### src/rtl/tanh_lut_response.sv
// tanh_lut_response
// Response side of the tanh LUT path. Accepts a classified LUT request, issues
// the read to a synchronous tanh ROM, waits out the ROM latency, then rebuilds
// the signed S1.5.6 result. The result uses odd symmetry, saturates above range,
// and handles the small-input region below range. Results queue in an in-order
// FIFO toward the LSTM activation datapath.
//
// Optional feature macro: TANH_LINEAR_REGION_EN
//   defined   : below-range requests use tanh(x) ~= x; no ROM read is issued
//   undefined : below-range requests read the ROM at the supplied address
//
// Ports
//   clk, rst_n                  clock (rising edge), async active-low reset
//   in_valid / in_ready         request handshake
//   in_addr, in_range,          LUT request from the address calculator
//   in_sign, in_value
//   rom_en / rom_addr           ROM read strobe and address (combinational on accept)
//   rom_data                    ROM data, ROM_LATENCY cycles after rom_en
//   out_valid / out_ready       result handshake
//   out_data, out_sat           signed-magnitude result, saturation flag

module tanh_lut_response #(
   parameter int INPUT_WIDTH = 12,
   parameter int ADDR_WIDTH  = 9,
   parameter int DATA_WIDTH  = 12,
   parameter int ROM_LATENCY = 1,
   parameter int FIFO_DEPTH  = 4,
   parameter logic [DATA_WIDTH-1:0] SAT_VALUE = 12'd64
) (
   input  logic                   clk,
   input  logic                   rst_n,
   input  logic                   in_valid,
   output logic                   in_ready,
   input  logic [ADDR_WIDTH-1:0]  in_addr,
   input  logic                   in_range,
   input  logic                   in_sign,
   input  logic [INPUT_WIDTH-1:0] in_value,
   output logic                   rom_en,
   output logic [ADDR_WIDTH-1:0]  rom_addr,
   input  logic [DATA_WIDTH-1:0]  rom_data,
   output logic                   out_valid,
   input  logic                   out_ready,
   output logic [DATA_WIDTH-1:0]  out_data,
   output logic                   out_sat
);

   localparam int PTR_W = (FIFO_DEPTH > 1) ? $clog2(FIFO_DEPTH) : 1;
   localparam int CNT_W = $clog2(FIFO_DEPTH + 1);
   localparam logic [ADDR_WIDTH-1:0] HI_ADDR = ADDR_WIDTH'(275);

   typedef enum logic [1:0] {
      CLS_IN = 2'd0,
      CLS_HI = 2'd1,
      CLS_LO = 2'd2
   } cls_t;

   logic accept;
   logic pop;
   cls_t in_cls;
   logic needs_rom;

   // ---------------------------------------------------------------------
   // Request classification and ROM issue
   // ---------------------------------------------------------------------
   assign accept = in_valid && in_ready;
   assign in_cls = in_range ? CLS_IN : ((in_addr == HI_ADDR) ? CLS_HI : CLS_LO);

`ifdef TANH_LINEAR_REGION_EN
   assign needs_rom = (in_cls == CLS_IN);
`else
   assign needs_rom = (in_cls != CLS_HI);
`endif

   assign rom_en   = accept && needs_rom;
   assign rom_addr = rom_en ? in_addr : '0;

   // ---------------------------------------------------------------------
   // Latency-matching pipeline: every class travels the same depth so that
   // saturated and linear results stay in issue order with ROM results.
   // ---------------------------------------------------------------------
   logic [ROM_LATENCY-1:0] pipe_vld;
   logic [ROM_LATENCY-1:0] pipe_sign;
   cls_t                   pipe_cls [ROM_LATENCY];
`ifdef TANH_LINEAR_REGION_EN
   logic [INPUT_WIDTH-2:0] pipe_val [ROM_LATENCY];
`endif

   always_ff @(posedge clk or negedge rst_n) begin
      if (!rst_n) begin
         pipe_vld  <= '0;
         pipe_sign <= '0;
         for (int i = 0; i < ROM_LATENCY; i++) begin
            pipe_cls[i] <= CLS_IN;
`ifdef TANH_LINEAR_REGION_EN
            pipe_val[i] <= '0;
`endif
         end
      end else begin
         pipe_vld[0]  <= accept;
         pipe_sign[0] <= in_sign;
         pipe_cls[0]  <= in_cls;
`ifdef TANH_LINEAR_REGION_EN
         pipe_val[0]  <= in_value[INPUT_WIDTH-2:0];
`endif
         for (int i = 1; i < ROM_LATENCY; i++) begin
            pipe_vld[i]  <= pipe_vld[i-1];
            pipe_sign[i] <= pipe_sign[i-1];
            pipe_cls[i]  <= pipe_cls[i-1];
`ifdef TANH_LINEAR_REGION_EN
            pipe_val[i]  <= pipe_val[i-1];
`endif
         end
      end
   end

   // ---------------------------------------------------------------------
   // Result formation at pipeline exit
   // ---------------------------------------------------------------------
   logic                  push;
   logic [DATA_WIDTH-1:0] sel;
   logic [DATA_WIDTH-2:0] mag;
   logic [DATA_WIDTH-1:0] res_data;
   logic                  res_sat;
   logic                  unused_bits;

   assign push = pipe_vld[ROM_LATENCY-1];

   always_comb begin
      sel = rom_data;
      case (pipe_cls[ROM_LATENCY-1])
         CLS_HI:  sel = SAT_VALUE;
`ifdef TANH_LINEAR_REGION_EN
         CLS_LO:  sel = DATA_WIDTH'(pipe_val[ROM_LATENCY-1]);
`else
         CLS_LO:  sel = rom_data;
`endif
         default: sel = rom_data;
      endcase
   end

   assign mag      = sel[DATA_WIDTH-2:0];
   // A zero magnitude is always reported as +0.
   assign res_data = {pipe_sign[ROM_LATENCY-1] && (mag != '0), mag};
   assign res_sat  = (pipe_cls[ROM_LATENCY-1] == CLS_HI);

`ifdef TANH_LINEAR_REGION_EN
   assign unused_bits = sel[DATA_WIDTH-1] ^ in_value[INPUT_WIDTH-1];
`else
   assign unused_bits = sel[DATA_WIDTH-1] ^ (^in_value);
`endif

   // ---------------------------------------------------------------------
   // Output FIFO
   // ---------------------------------------------------------------------
   logic [DATA_WIDTH-1:0] mem_data [FIFO_DEPTH];
   logic                  mem_sat  [FIFO_DEPTH];
   logic [PTR_W-1:0]      wr_ptr;
   logic [PTR_W-1:0]      rd_ptr;
   logic [CNT_W-1:0]      fifo_cnt;
   logic [CNT_W-1:0]      cnt;

   assign out_valid = (fifo_cnt != '0);
   assign pop       = out_valid && out_ready;
   assign out_data  = out_valid ? mem_data[rd_ptr] : '0;
   assign out_sat   = out_valid ? mem_sat[rd_ptr]  : 1'b0;

   always_ff @(posedge clk) begin
      if (push) begin
         mem_data[wr_ptr] <= res_data;
         mem_sat[wr_ptr]  <= res_sat;
      end
   end

   always_ff @(posedge clk or negedge rst_n) begin
      if (!rst_n) begin
         wr_ptr   <= '0;
         rd_ptr   <= '0;
         fifo_cnt <= '0;
      end else begin
         if (push) wr_ptr <= wr_ptr + PTR_W'(1);
         if (pop)  rd_ptr <= rd_ptr + PTR_W'(1);
         if (push && !pop)      fifo_cnt <= fifo_cnt + CNT_W'(1);
         else if (pop && !push) fifo_cnt <= fifo_cnt - CNT_W'(1);
      end
   end

   // Credits cover in-flight reads plus stored entries, so a read is only
   // issued when its FIFO slot is already reserved.
   always_ff @(posedge clk or negedge rst_n) begin
      if (!rst_n) begin
         cnt <= '0;
      end else begin
         if (accept && !pop)      cnt <= cnt + CNT_W'(1);
         else if (pop && !accept) cnt <= cnt - CNT_W'(1);
      end
   end

   assign in_ready = (cnt < CNT_W'(FIFO_DEPTH));

endmodule

### config.mk
export PLATFORM = sky130hd
export DESIGN_NAME = tanh_lut_response
export DESIGN_NICKNAME = d
export VERILOG_FILES = /design/src/rtl/tanh_lut_response.sv
export SDC_FILE = /design/constraint.sdc
export NUM_CORES = 1
export LEC_CHECK = 0
export ABC_AREA = 1
export ABC_CLOCK_PERIOD_IN_PS = 2300
export BUFFER_PORTS_ARGS = -buffer_cell sky130_fd_sc_hd__buf_2
export CORE_ASPECT_RATIO = 1.4
export CORE_MARGIN = 1
export CORE_UTILIZATION = 54
export CTS_CLUSTER_SIZE = 12
export DETAILED_ROUTE_END_ITERATION = 10
export PLACE_DENSITY = 0.81
export SYNTH_ARGS = -nofsm -noshare
export SYNTH_HDL_FRONTEND = slang
export SYNTH_SLANG_ARGS = --single-unit
### constraint.sdc
create_clock -name clk -period 2.3 [get_ports clk]
set_input_delay 0.23 -clock clk [delete_from_list [all_inputs] [get_ports clk]]
set_output_delay 0.23 -clock clk [all_outputs]
set_load 0.05 [all_outputs]
==> metrics.csv <==
metric,value,unit
post-route-util,65.5,%
wirelength,5630,um
start_util,56.5,%
post_synth.cell_area_avg,10.6,sq um
dp_hpwl,3710,um
ctsLongestPathBuffers,2,
syn2layout_area_growth,15.9,%
htreeDepth,3,
worstPathArrival,1950,ps
hold_viol,0,
clk_latency,340,ps
vias,2071,
grt_pass1_vias,2070,
grt_pass1_wl,8980,um
cp_top_family,buffers and inverters,
drv_slew,0,
placed_area,0.00323,sq mm
yosysSeqAreaShare,64.6,%
finalCritPeriodShare,94.7,%
dr.pass1.iters,4,
ant_nets,0,
nets,382,
worstSetupStartpointType,flip-flop,
grt_max_degree,29,
endpoint_kind,output pin,
synth_top_area_share,52.8,%
routabilityCongestion,0.723,
path_class,flip-flop to output pin,
synth_fp_nets,327,
crit_chain,"inv_2, o21ai_0, a21oi_1, buf_2",
cts_setup_buffers,0,
ys_top_cells_by_area,"edfxtp_1, dfrtp_1, nor2_1, inv_1, o21ai_0",
setup-tns-final,0,ps
dieHeight,89.6,um
row_count,31,
grt_use_total,22.0,%
post-route-drc-count,0,
coreArea,0.00524,sq mm
die_area,0.00578,sq mm
p_per_area,1400,mW/mm^2
cp_slowest_stage_delay,500,ps
cts_made_buffers,9,
clock_sinks,66,
max_freq,459,MHz
status,finished clean,
hold_buffers,2,
p_leak,1.53,nW
diodes,0,
cts_tree,done,
grt_setup_unrepaired,false,
root_buffer,clkbuf_8,
die_width,64.6,um
worst_path_max_delay_cell,dfrtp_1,
netlist_area,0.00296,sq mm
clkTransAtPathRegs,60,ps
vdd_drop_max,0.934,mV
worstPathRequired,2070,ps
first_iter_violations,63,
final_cell_area,0.00343,sq mm
crit_path_max_fanout,28,
relSlewSlack,58.3,%
port_buffers,50,
gr-total-overflow,0,
hold_path.class,input port to flip-flop,
skew,8.76,ps
cp_num_buf_inv,2,
setup_viol,0,
drv_cap,0,
cts-resized-gates,0,
syn_inst,280,
ys.flop_type,edfxtp_1,
drive_gt1_share,20.1,%
fin_crit,2180,ps
ios,64,
synth_edf_count,52,
yosys_register_bits,66,
worst_pin_slew,625,ps
synth_cell_types,23,
via_per_inst,5.11,
async_flop_share,21.2,%
antenna_found_initial,0,
synth_top_area_cell,edfxtp_1,
wire_per_inst,13.9,um
yosys_warnings,0,
flip-flops by register name (all words and copies together), names as in the netlist:
signal	cells
mem_data	48
pipe_sign	1
pipe_vld	1
cnt	3
mem_sat	4
rd_ptr	2
wr_ptr	2
pipe_cls	2
fifo_cnt	3
stage by stage:
stage / total power [mW] / setup slack, ps / cells / hold WS (ps)
after CTS: 4.84 / 139 / 405 / 47.6
after global placement: 3.89 / 465 / 388 / 134
after detailed placement: 3.95 / 413 / 388 / 142
final: 4.81 / 122 / 405 / 60.9
after global routing: 5.11 / 12.7 / 405 / 52.4
after floorplan: 3.51 / 149 / 280 / -65.6
Yosys cell counts, types with 3 or more instances:
cell      number
o21ai_0       17
o21ai_1       15
ha_1           6
inv_1         40
xor2_1         5
nand2_1       15
buf_4          3
buf_2          3
a21oi_1       16
buf_6          3
dfrtp_1       14
edfxtp_1      52
nor2_1        76
cell families (layout without fill, tap and decap cells):
logic type      after synthesis  count (layout)  synth area share (%)
compound gates               49              49                  8.33
flops                        66              66                  64.6
mux                           2               2                 0.761
xor+xnor                      7               7                  2.07
buf+inv                      52             111                  7.86
simple gates                 96              96                  12.5
fa+ha+maj                     8               8                  3.89
cell usage in the layout, fill, tap and decap left out, drive strengths merged:
cell,instances
a21oi,16
a31oi,1
buf,52
bufinv,1
clkbuf,12
clkinv,1
clkinvlp,1
dfrtp,14
dlygate4sd3,2
edfxtp,52
fa,2
ha,6
inv,42
mux2,2
nand2,16
nand3,2
nand4,1
nor2,76
nor3,1
o21ai,32
xnor2,2
xor2,5
report_power, final:
part	internal [mW]	total, mW	switching (mW)
Clock	0.492	0.878	0.386
Sequential	1.54	1.67	0.134
Combinational	0.587	2.26	1.67
Total	2.62	4.81	2.19
final timing paths:
| kind | from | end | slack [ps] | cells after the start |
|---|---|---|---|---|
| max | rd_ptr[0] | out_data[9] | 120 | 4 |
| min | in_range | pipe_cls[1] | 60 | 2 |
| max reg2reg | fifo_cnt[1] | fifo_cnt[2] | 370 | 9 |
| min reg2reg | wr_ptr[0] | wr_ptr[0] | 530 | 1 |
| max in group asynchronous | rst_n | pipe_cls[0] | 1740 | 2 |
| min in group asynchronous | rst_n | cnt[0] | 320 | 2 |
area by class of cell:
| cell class | instances | area [sq um] |
|---|---|---|
| flip-flops and latches | 66 | 1910 |
| fillers | 423 | 1810 |
| multi-input cells | 162 | 815 |
| repair buffers | 54 | 285 |
| inverters | 42 | 158 |
| clock buffers | 12 | 135 |
| well taps | 66 | 82.6 |
| clock inverters | 3 | 41.3 |
routing by layer:
layer,vias to the layer above,global-route usage [%],part of all wire (%)
li1,1017,-,-
met1,968,21.9,37
met2,79,41.0,55
met3,7,5.05,6.2
met4,0,14.5,1.8
met5,-,0,0
Note: power is estimated with default switching activity, not from simulation.
